File: config.mk
export PLATFORM = sky130hd
export DESIGN_NAME = mem_stage
export DESIGN_NICKNAME = d
export VERILOG_FILES = /design/src/rtl/mem_stage.sv
export SDC_FILE = /design/constraint.sdc
export NUM_CORES = 1
export LEC_CHECK = 0
export ABC_AREA = 1
export BUFFER_PORTS_ARGS = -buffer_cell sky130_fd_sc_hd__buf_2
export CAP_MARGIN = 10
export CORE_MARGIN = 3
export CORE_UTILIZATION = 42
export CTS_BUF_LIST = sky130_fd_sc_hd__clkbuf_8
export DETAILED_ROUTE_END_ITERATION = 10
export PLACE_DENSITY = 0.75
export RECOVER_POWER = 50
export SYNTH_ARGS = -nofsm -noshare
export SYNTH_HDL_FRONTEND = slang
export SYNTH_SLANG_ARGS = --single-unit
File: constraint.sdc
create_clock -name clk -period 16.1 [get_ports clk]
set_input_delay 3.22 -clock clk [delete_from_list [all_inputs] [get_ports clk]]
set_output_delay 3.22 -clock clk [all_outputs]
set_load 0.03 [all_outputs]
File: src/rtl/mem_stage.sv
// mem_stage: pipeline memory stage; holds the first-cycle SRAM read word across
// writeback stalls and extracts sign/zero-extended load data.
module mem_stage (
  input  logic        clk,
  input  logic        reset,
  input  logic        ws_allowin,
  output logic        ms_allowin,
  input  logic        es_to_ms_valid,
  input  logic [75:0] es_to_ms_bus,
  input  logic [31:0] data_sram_rdata,
  output logic        ms_to_ws_valid,
  output logic [69:0] ms_to_ws_bus,
  output logic [4:0]  ms_fwd_dest,
  output logic [31:0] ms_fwd_res
);
  logic        ms_valid, hold, ms_ready_go, accept, capture;
  logic [31:0] hold_buf, rdata_eff, shifted, mem_res, final_res;
  logic [75:0] bus_r;
  logic [7:0]  ld_byte;
  logic [15:0] ld_half;
  logic        ld_b, ld_h, ld_w, ld_bu, ld_hu, res_from_mem, gr_we, is_w;
  logic [4:0]  dest;
  logic [31:0] exe_res, pc;
  assign {ld_b, ld_h, ld_w, ld_bu, ld_hu, res_from_mem, gr_we, dest, exe_res, pc} = bus_r;
  assign ms_ready_go = 1'b1;
  assign ms_allowin  = !ms_valid || (ms_ready_go && ws_allowin);
  assign accept      = es_to_ms_valid && ms_allowin;
  assign capture     = ms_valid && res_from_mem && !hold;
  always_ff @(posedge clk) begin
    if (reset) begin
      ms_valid <= 1'b0;
      hold     <= 1'b0;
      hold_buf <= '0;
    end else begin
      if (ms_allowin) ms_valid <= es_to_ms_valid;
      hold <= accept ? 1'b0 : (capture ? 1'b1 : hold);
      if (capture) hold_buf <= data_sram_rdata;
    end
  end
  always_ff @(posedge clk) begin
    if (accept) bus_r <= es_to_ms_bus;
  end
  // A load with no type bit set is treated as a full-word load.
  always_comb begin
    is_w      = ld_w || !(ld_b || ld_h || ld_bu || ld_hu);
    rdata_eff = hold ? hold_buf : data_sram_rdata;
    shifted   = rdata_eff >> {exe_res[1:0], 3'b000};
    ld_byte   = shifted[7:0];
    ld_half   = exe_res[1] ? rdata_eff[31:16] : rdata_eff[15:0];
    mem_res   = is_w  ? rdata_eff :
                ld_b  ? {{24{ld_byte[7]}}, ld_byte} :
                ld_bu ? {24'b0, ld_byte} :
                ld_h  ? {{16{ld_half[15]}}, ld_half} :
                ld_hu ? {16'b0, ld_half} : rdata_eff;
    final_res = res_from_mem ? mem_res : exe_res;
  end
  assign ms_to_ws_valid = ms_valid;
  assign ms_to_ws_bus   = {gr_we, dest, final_res, pc};
  assign ms_fwd_dest    = dest & {5{ms_valid & gr_we}};
  assign ms_fwd_res     = final_res;
endmodule

Yosys cells after proc, flatten, opt, wreduce, memory -nomap -nowiden
Index checks and enable logic that the tools add are counted.
{ "totals": {"output_inout_bits": 109, "word_cells": 27, "input_bits": 112, "ff_bits": 110} }
{ "op_classes": {"n_mux": 8, "n_shift": 1, "reduce_logical": 12, "bitwise": 2} }
{ "ops": {"columns": ["op", "count"], "rows": [
  ["$mux 32", 7],
  ["$shr 32x5->8", 1],
  ["$mux 16", 1],
  ["$and 5x5->5", 1],
  ["$logic_or 1x1->1", 5],
  ["$logic_and 1x1->1", 3],
  ["$logic_not 1->1", 3],
  ["$reduce_or 2->1", 1],
  ["$and 1x1->1", 1]
]} }

Logic depth before layout (Yosys ltp)
Gate-level depths: netlist of the first run.
{ "logic_depth": {"word_depth": 8, "mapped_depth": 14, "ltp_nobuf": 11} }

Least setup slack after synthesis of the first run
Ideal clock, no wire load.
{ "synth_path": {"path_type": "input to output", "startpoint": "input port data_sram_rdata[7]", "endpoint": "output port ms_to_ws_bus[53]", "required_time_ps": 12880, "cell_stages": 12, "n_path_buf": 2, "t_arrival_ps": 4675, "path_slack_ps": 8205, "cell_sequence": "inv_1 nand2_1 nand3_1 nand2_1 inv_1 nand2_2 nand2_4 nand2_4 nand2_4 buf_6 a21oi_1 buf_4"} }
{ "synth_via": {"elab_chain_cells": 5} }
{ "synth_lines": {"columns": ["element", "line", "text"], "rows": [
  ["start: declaration", "10", "input logic [31:0] data_sram_rdata,"],
  ["$mux 32", "46", "rdata_eff = hold ? hold_buf : data_sram_rdata;"],
  ["$shr 32x5->8", "47", "shifted = rdata_eff >> {exe_res[1:0], 3'b000};"],
  ["$mux 32", "51", "ld_b ? {{24{ld_byte[7]}}, ld_byte} :"],
  ["$mux 32", "50", "mem_res = is_w ? rdata_eff :"],
  ["$mux 32", "55", "final_res = res_from_mem ? mem_res : exe_res;"],
  ["end: declaration", "12", "output logic [69:0] ms_to_ws_bus,"]
]} }
No other way between the ends.

Final worst setup path of the first run
{ "layout_path": {"startpoint": "input port data_sram_rdata[23]", "endpoint": "output port ms_fwd_res[24]"} }
{ "layout_via": {"elab_chain_cells": 5} }
{ "layout_lines": {"columns": ["element", "line", "text"], "rows": [
  ["$mux 32", "46", null],
  ["$shr 32x5->8", "47", null],
  ["$mux 32", "51", null],
  ["$mux 32", "50", null],
  ["$mux 32", "55", null],
  ["end: declaration", "14", "output logic [31:0] ms_fwd_res"]
]} }
No other way between the ends.

==> results of run 1 <==
where the power goes:
group	internal (mW)	total, mW	switching (mW)
clock network	0.0609	0.164	0.103
registers	0.322	0.329	0.00678
logic	0.0406	0.147	0.107
final cells by class:
type	count	share of cell area [%]
well taps	168	3.38
inverters	39	2.39
repair buffers	223	17.2
clock inverters	7	1.13
multi-input cells	351	26.3
clock buffers	9	1.99
flip-flops and latches	110	47.6
kinds of logic after synthesis:
kind of cell | after synthesis | synth area share [%]
buffers and inverters | 139 | 15.4
DFF | 110 | 54.7
AOI/OAI and AO/OA | 143 | 13.9
and+or+nand+nor | 208 | 16.0
critical path, stage by stage:
cell     delay, ns
buf_2         0.09
nand2_1       0.07
nand2_2       0.11
nand2_1       0.06
nand2_1       0.05
inv_1         0.05
nand2_2       0.08
nand2_4       0.10
nand2_4       0.08
nand2_4       0.12
a21oi_1       0.23
buf_2         0.24
synth_stat cells, types with 10 or more instances:
cell	number	area (um2)
a21oi_1	72	360
buf_2	10	50.1
buf_4	73	548
clkbuf_1	12	45.0
dfxtp_1	34	681
edfxtp_1	76	2280
inv_1	35	131
nand2_1	116	435
nand3_1	26	130
nor2_1	56	210
o211ai_1	14	105
o21ai_0	46	230
worst paths after layout:
check                                    from                       end  slack, ns  cells past startpoint
hold reg to reg      hold_buf[3]$_SDFFE_PP0P_  hold_buf[3]$_SDFFE_PP0P_       0.46                      2
setup / recovery          data_sram_rdata[23]            ms_fwd_res[24]       8.38                     12
hold / removal       hold_buf[3]$_SDFFE_PP0P_  hold_buf[3]$_SDFFE_PP0P_       0.46                      2
setup reg to reg  ms_to_ws_valid$_SDFFE_PP0N_       bus_r[34]$_DFFE_PP_      12.15                      2
per-layer routing:
| metal | global-route usage, % | vias up | part of all wire, % |
|---|---|---|---|
| met3 | 8.48 | 26 | 11 |
| li1 | - | 2209 | - |
| met2 | 32.9 | 202 | 49 |
| met5 | 0 | - | 0.091 |
| met1 | 22.7 | 1977 | 38 |
| met4 | 7.30 | 2 | 2.2 |
registers in the layout (all words and copies together) (netlist names):
name	flops
bus_r	76
hold_buf	32
hold	1
ms_to_ws_valid	1
==> impl_results.md, run 1 <==
- Synth Register Bits: 110
- Core area: 12300 um2
- P_leak: 2.70 nW
- Synthesis-to-layout area growth: 14.8%
- Area of the multi-input gates: 1640 um2
- Final setup violation count: 0
- Clock Latency Late Sink: 0.39 ns
- Proportion of layout cells with a drive suffix above 1: 28.4%
- Vias/cell: 4.87
- Crit path DAT: 4.50 ns
- Starting Density: 44.0%
- # fillers: 1203
- Placed inst area: 6080 um2
- PortBufs: 220
- Chip height: 120 um
- Most frequent cells in the layout: buf_2, nand2_1, edfxtp_1
- Die Wd: 120 um
- Post-route setup slack: 8.38 ns
- Post-synthesis cell count: 600
- Pre-CTS worst setup slack: 8.41 ns
- Die Area: 14300 um2
- DRT Pass-1 Iters: 5
- Post-CTS Hold Fix Bufs: 0
- HP Class: register to register
- H-Tree Depth: 3
- TritonCTS buffer count: 9
- GR Util All Layers: 19.8%
- Cell row count: 40
- Number of antenna diodes: 0
- Crit start category: input port
- Final Hold Viols: 0
- Synthesized area: 5420 um2
- Minimum clock period: 7.72 ns
- WL per Instance: 15.8 um
- Synth warn: 0
- Post-route total power: 0.640 mW
- Clock sinks: 110
- Largest net degree at the start of global routing: 78
- Fmax achieved: 130 MHz
- Post-CTS setup-driven buffer insertion count: 0
- Hold slack: 0.457 ns
- Post-CTS sizing: 0
- Number of antenna violations at the first check in global routing: 1
- Post-synthesis sequential area ratio: 54.7%
- Pwr dens: 103 nW/um2
- Asr flop ratio synth: 0%
- Root Buffer: clkbuf_8
- DRT antenna net count: 0
- Final design utilization: 50.5%
- Worst vdd ir: 0.0810 mV
- Slew margin rel.: -169%
- Crit share post-route: 48.0%
- Crit Path Class: input port to output pin
- Area occupied by registers: 2960 um2
- Gr ovfl total: 0
- Max Slew Vio Count: 78
- Slew @ Worst Pin: 4.03 ns
- Worst Path Max Fanout: 16
- RSZ-0062 raised after global routing: false
- CTS tree: yes
- Unique masters post-synth: 26
- Net count after synthesis: 712
- Status: finished with violations
- CP endpoint kind: output pin
- Max Buffers Root-to-Sink: 2
- Commonest non-fill, non-tap cell in the layout: buf_2
- Failing checks: capacitance limit, slew limit
- Worst-path clk slew: 0.11 ns
- Mean Syn Cell Area: 9.03 um2
- Post-route setup TNS: 0 ns
- Main flop type after synthesis: edfxtp_1
- Final instance area: 6220 um2
- Via count: 4416
- Vias in the first global route: 4200
- Cell Count Post-Placement: 891
- DRT iter0 DRCs: 346
- Final nets: 846
- DP HPWL: 11.1 mm
- Fin cells: 907
- Setup Skew: 0.0113 ns
- First-pass GRT wire length: 21.8 mm
- Ports: 221
- DRC: 0
- Number of synthesized flops with an enable pin: 76
- CP Data Required Time: 12.88 ns
- Max-cap violations: 1
- Drt total wl: 14.4 mm
- RePlAce Congestion: 0.877
(Power assumes the default switching activity.)
==> run 2, diff against run 1 <==
ABC_AREA = 0   (was 1)
PLACE_DENSITY = 0.78   (was 0.75)
clock period = 6.6 ns   (was 16.1 ns; I/O delays follow)
==> run 2 against run 1 <==
Compared with the run above: the flow still finishes with violations (capacitance limit, slew limit); synthesized cell count is 20% lower; total power increased to 2.6 times the previous value; register-to-register slack worse by 7.4 ns; hold slack better by 0.0028 ns; routed wire length is 6.0% higher; count of clock-buffer cells in the layout unchanged; clock skew up 0.0047 ns; worst setup slack worse by 6.4 ns; first-iteration DRC count decreased by 8.4%; critical endpoint is now ms_fwd_res[10]; largest cell class unchanged; largest power group unchanged.
==> impl_results.md, run 2 <==
- Max-cap violations: 1 (unchanged)
- Vias in the first global route: 4323 (+2.9%)
- DRC: 0 (unchanged)
- CTS tree: yes
- Post-route setup TNS: 0 ns (unchanged)
- Synth cell count leaders: edfxtp_1, buf_4, nand2_1
- Slew @ Worst Pin: 1.71 ns (-2.32 ns)
- Most flops, register: bus_r
- TritonCTS buffer count: 9 (unchanged)
- Most frequent cells in the layout: buf_2, edfxtp_1, nand2_1
- Status: finished with violations
- Pwr dens: 262 nW/um2 (+160%)
- Vias/cell: 5.35 (+9.8%)
- Via count: 4212 (-4.6%)
- PortBufs: 220 (unchanged)
- Synth warn: 0 (unchanged)
- Commonest non-fill, non-tap cell in the layout: buf_2
- Final nets: 727 (-14%)
- Most used cell, CP: buf_2
- GR Util All Layers: 20.8% (+1.1 points)
- Post-CTS sizing: 0 (unchanged)
- Clock sinks: 110 (unchanged)
- Drt total wl: 15.2 mm (+6.0%)
- Slew margin rel.: -13.9% (+150 points)
- Core area: 12300 um2 (unchanged)
- P_leak: 2.43 nW (-10%)
- Minimum clock period: 4.58 ns
- Crit start category: input port
- HP Class: register to register
- Worst Path Max Fanout: 24 (+8)
- Asr flop ratio synth: 0% (unchanged)
- Proportion of layout cells with a drive suffix above 1: 38.7% (+10 points)
- Chip height: 119 um (-0.18%)
- Max Slew Vio Count: 35 (-55%)
- H-Tree Depth: 3 (unchanged)
- Cell row count: 40 (unchanged)
- Post-synthesis sequential area ratio: 54.9% (+0.22 points)
- Main flop type after synthesis: edfxtp_1
- Number of synthesized flops with an enable pin: 76 (unchanged)
- Final setup violation count: 0 (unchanged)
- DRT Pass-1 Iters: 5 (unchanged)
- Largest net degree at the start of global routing: 78 (unchanged)
- Post-CTS setup-driven buffer insertion count: 0 (unchanged)
- CP Data Required Time: 5.28 ns (-7.60 ns)
- Synth Register Bits: 110 (unchanged)
- Post-CTS Hold Fix Bufs: 0 (unchanged)
- Die Area: 14300 um2 (-0.37%)
- Synth top area share: 42.3% (+0.17 points)
- Crit Path Class: input port to output pin
- Mean Syn Cell Area: 11.2 um2 (+25%)
- Setup Skew: 0.0161 ns (+0.00473 ns)
- Max stage delay on crit path: 0.79 ns (+0.55 ns)
- Net count after synthesis: 592 (-17%)
- DRT iter0 DRCs: 317 (-8.4%)
- Hold slack: 0.460 ns (+0.00279 ns)
- Crit path DAT: 3.26 ns (-1.24 ns)
- Worst vdd ir: 0.158 mV (+95%)
- Max Buffers Root-to-Sink: 2 (unchanged)
- Crit-path cells: buf_2 > mux2i_1 > o32ai_1 > o21ai_2 > a31oi_1 > buf_2
- Post-route total power: 1.64 mW (+160%)
- Final Hold Viols: 0 (unchanged)
- RSZ-0062 raised after global routing: false
- Gr ovfl total: 0 (unchanged)
- Count leader, synth: edfxtp_1
- Synthesized area: 5400 um2 (-0.39%)
- Number of antenna diodes: 0 (unchanged)
- First-pass GRT wire length: 23.2 mm (+6.1%)
- WL per Instance: 19.3 um (+22%)
- Critical path's slowest cell: o21ai_2
- Worst-path clk slew: 0.11 ns (about the same)
- Unique masters post-synth: 36 (+38%)
- Top flop regs: bus_r x76, hold_buf x32
- Crit share post-route: 69.3%
- Synth area leader: edfxtp_1
- Clock Latency Late Sink: 0.38 ns (about the same)
- DP HPWL: 11.4 mm (+3.5%)
- Root Buffer: clkbuf_8
- Number of antenna violations at the first check in global routing: 0 (-1)
- Fmax achieved: 218 MHz
- Failing checks: capacitance limit, slew limit
- Number of flip-flops under the largest register name: 76 (unchanged)
- RePlAce Congestion: 0.865 (-1.4%)
- Ports: 221 (unchanged)
- CP endpoint kind: output pin
- Die Wd: 119 um (-0.18%)
- Starting Density: 43.9% (-0.17 points)
- Synthesis-to-layout area growth: 15.8%
- # fillers: 1095 (-9.0%)
- Ranking of synthesized cells by area: edfxtp_1, dfxtp_1, buf_4, mux2_2, a21oi_1
- DRT antenna net count: 0 (unchanged)
- Post-synthesis cell count: 480 (-20%)
- Top delay family on crit path: compound AO/OA/AOI/OAI gates
- Worst Path Buf+Inv: 2 (-1)
run 2: changes by cell type in the layout (fill, tap and decap cells not counted), sizes merged, moves of 11 or more:
cell | previous run | this run
o211ai | 14 | 0
nor2 | 58 | 12
mux2 | 0 | 25
nand2 | 121 | 67
inv | 42 | 5
o22ai | 0 | 24
o21ai | 55 | 6
mux2i | 0 | 11
a21oi | 72 | 52
nand3 | 26 | 0
run 2: worst paths after layout:
check | startpoint | end | slack [ns] | cells past startpoint
setup / recovery | data_sram_rdata[23] | ms_fwd_res[10] | 2.02 | 6
hold / removal | hold_buf[7]$_SDFFE_PP0P_ | hold_buf[7]$_SDFFE_PP0P_ | 0.46 | 2
setup reg to reg | bus_r[70]$_DFFE_PP_ | hold_buf[27]$_SDFFE_PP0P_ | 4.75 | 5
hold reg to reg | hold_buf[7]$_SDFFE_PP0P_ | hold_buf[7]$_SDFFE_PP0P_ | 0.46 | 2
run 2: area by class of cell:
class	count	area (um2)	share of cell area [%]
Inverter	3	11.3	0.180
Clock inverter	7	111	1.78
Clock buffer	9	124	1.98
Multi-Input combinational cell	267	1750	28.0
Timing Repair Buffer	224	1080	17.3
Tap cell	168	210	3.36
Sequential cell	110	2960	47.4
run 2: worst reg2reg max path, cell delays in order, from the launching register on:
cell and delay, ns:
edfxtp_1 0.33, buf_4 0.38, nand2_1 0.15, or2_2 0.55, nand2_1 0.19, a21oi_1 0.08
run 2: per-layer routing:
metal  track usage (%)  vias up  routed length, um
li1                  -     1951                  -
met1              24.5     1985               5830
met2              35.1      235               7570
met3              6.17       41               1320
met4              9.59        0                507
met5                 0        -                  0
run 2: power by group:
| group | total [mW] | switching (mW) | internal (mW) |
|---|---|---|---|
| combinational | 0.365 | 0.255 | 0.110 |
| sequential | 0.799 | 0.0207 | 0.779 |
| clock | 0.476 | 0.226 | 0.250 |
run 2: logic make-up after synthesis:
family,Yosys count,synth area share (%)
buf+inv,103,12.8
compound gates,109,12.4
simple gates,115,9.73
mux,43,10.2
flops,110,54.9
run 2: through the flow:
step	utilization (%)	area (um2)	setup slack [ns]	cells
floorplan	-	5400	2.39	480
global placement	49.3	6060	2.09	772
detailed placement	49.3	6060	2.03	772
CTS	51.2	6300	2.03	788
global route	50.8	6250	1.79	788
finish	50.8	6250	2.02	788
==> run 3, diff against run 2 <==
ABC_AREA = 1   (was 0)
clock period = 3.85 ns   (was 6.6 ns; I/O delays follow)
==> run 3 against run 2 <==
Compared with the run above: largest cell class unchanged; the flow still finishes with violations (capacitance limit, slew limit); sequential cell count is the same; global-route usage shrank 2.1 points; clock power grew 37%; via count grew 2.8%; cell count grew 15%; die area grew 0.37%.
==> impl_results.md, run 3 (synthesis gave the netlist of run 1 again) <==
- Post-CTS setup-driven buffer insertion count: 0 (unchanged)
- Most frequent cells in the layout: buf_2, nand2_1, edfxtp_1
- Number of antenna violations at the first check in global routing: 0 (unchanged)
- Critical path's slowest cell: o21ai_1
- Setup Skew: 0.00785 ns (-0.00822 ns)
- Clock Latency Late Sink: 0.37 ns (about the same)
- Chip height: 120 um (+0.18%)
- H-Tree Depth: 3 (unchanged)
- Final setup violation count: 0 (unchanged)
- DRT iter0 DRCs: 306 (-3.5%)
- Drt total wl: 13.9 mm (-8.4%)
- First-pass GRT wire length: 20.9 mm (-9.7%)
- RePlAce Congestion: 0.841 (-2.9%)
- Worst vdd ir: 0.254 mV (+60%)
- Fmax achieved: 292 MHz
- Synthesis-to-layout area growth: 14.7%
- Starting Density: 44.0% (+0.17 points)
- Max Slew Vio Count: 78 (+120%)
- Final Hold Viols: 0 (unchanged)
- Die Wd: 120 um (+0.18%)
- Gr ovfl total: 0 (unchanged)
- Die Area: 14300 um2 (+0.37%)
- Worst r2r path cells: 2 (-3)
- CP endpoint kind: output pin
- Max stage delay on crit path: 0.82 ns (+0.03 ns)
- Final instance area: 6220 um2 (-0.54%)
- Largest net degree at the start of global routing: 78 (unchanged)
- Pre-CTS worst setup slack: 0.908 ns (-1.12 ns)
- Via count: 4331 (+2.8%)
- Most used cell, CP: a21oi_1
- Pwr dens: 424 nW/um2 (+62%)
- PortBufs: 220 (unchanged)
- Number of antenna diodes: 0 (unchanged)
- Failing checks: capacitance limit, slew limit
- Vias in the first global route: 4103 (-5.1%)
- HP Class: register to register
- DRT antenna net count: 0 (unchanged)
- P_leak: 2.70 nW (+11%)
- Post-route total power: 2.64 mW (+61%)
- Proportion of layout cells with a drive suffix above 1: 28.6% (-10 points)
- Worst Hold Launch: hold_buf[1]$_SDFFE_PP0P_
- Final design utilization: 50.5% (-0.27 points)
- Worst r2r src: ms_to_ws_valid$_SDFFE_PP0N_
- Max-cap violations: 1 (unchanged)
- Hold slack: 0.456 ns (-0.00430 ns)
- Post-route setup TNS: 0 ns (unchanged)
- WL per Instance: 15.4 um (-21%)
- R2R Path End: bus_r[33]$_DFFE_PP_
- Most flops, register: bus_r
- RSZ-0062 raised after global routing: false
- Final nets: 847 (+17%)
- Worst Path Max Fanout: 17 (-29%)
- Crit share post-route: 88.8%
- Worst Setup SP: bus_r[71]$_DFFE_PP_
- Hold depth: 2 (unchanged)
- Hold EP: hold_buf[1]$_SDFFE_PP0P_
- TritonCTS buffer count: 9 (unchanged)
- Cell Count Post-Placement: 892 (+16%)
- Post-route setup slack: 0.431 ns (-1.59 ns)
- Ports: 221 (unchanged)
- Slew @ Worst Pin: 1.87 ns (+0.162 ns)
- CTS tree: yes
- Root Buffer: clkbuf_8
- DRT Pass-1 Iters: 5 (unchanged)
- Crit-path cells: o21ai_1 > a21oi_1 > nand2_1 > a21oi_1 > a21oi_1 > buf_2
- Vias/cell: 4.77 (-11%)
- Post-CTS Hold Fix Bufs: 0 (unchanged)
- Placed inst area: 6090 um2 (+0.39%)
- DP HPWL: 10.6 mm (-7.0%)
- CP Data Required Time: 3.08 ns (-2.20 ns)
- Post-CTS sizing: 0 (unchanged)
- Minimum clock period: 3.42 ns
- Max Buffers Root-to-Sink: 2 (unchanged)
- Cell row count: 40 (unchanged)
- Crit path DAT: 2.65 ns (-0.61 ns)
- # fillers: 1238 (+13%)
- Slew margin rel.: -24.7% (-11 points)
- Number of flip-flops under the largest register name: 76 (unchanged)
- Clock sinks: 110 (unchanged)
- Crit start category: register
- Crit Path Class: register to output pin
- Worst-path clk slew: 0.11 ns (about the same)
- Core area: 12300 um2 (unchanged)
- Top flop regs: bus_r x76, hold_buf x32
- Commonest non-fill, non-tap cell in the layout: buf_2
- GR Util All Layers: 18.7% (-2.1 points)
- DRC: 0 (unchanged)
- Status: finished with violations
- Reg-to-reg slack, setup: 1.49 ns (-3.26 ns)
- Fin cells: 908 (+15%)
run 3: final cells by class:
class / instances / area [um2] / share of cell area [%]
Sequential cell: 110 / 2960 / 47.6
Multi-Input combinational cell: 351 / 1640 / 26.3
Timing Repair Buffer: 224 / 1080 / 17.4
Tap cell: 168 / 210 / 3.38
Inverter: 39 / 149 / 2.39
Clock buffer: 9 / 124 / 1.99
Clock inverter: 7 / 56.3 / 0.905
run 3: worst max-delay path: cells and delay by family, from the launching register on:
family / cells / cell delay, ns
AO/OA/AOI/OAI: 4 / 1.38
flip-flops: 1 / 0.41
AND/OR/NAND/NOR: 1 / 0.27
buffers and inverters: 1 / 0.24
run 3: power by group:
part	internal [mW]	switching, mW
Clock	0.245	0.407
Sequential	1.34	0.0254
Combinational	0.170	0.444
run 3: how the worst max path moves through the flow:
stage,end,slack (ns),depth (start not counted)
after global placement,ms_to_ws_bus[62],0.91,7
final,ms_to_ws_bus[33],0.43,6
after global routing,ms_to_ws_bus[33],0.17,6
after CTS,ms_to_ws_bus[33],0.48,6
after floorplan,bus_r[0]$_DFFE_PP_,0.36,2
after detailed placement,ms_fwd_res[31],0.91,7
run 3: per-layer routing:
layer	up-vias	share of wire [%]	wire, um	global-route usage, %
met5	-	0	0	0
met2	165	48	6720	31.3
met4	0	1.5	209	6.66
met3	14	8.1	1140	5.98
met1	1943	42	5880	22.9
li1	2209	-	-	-
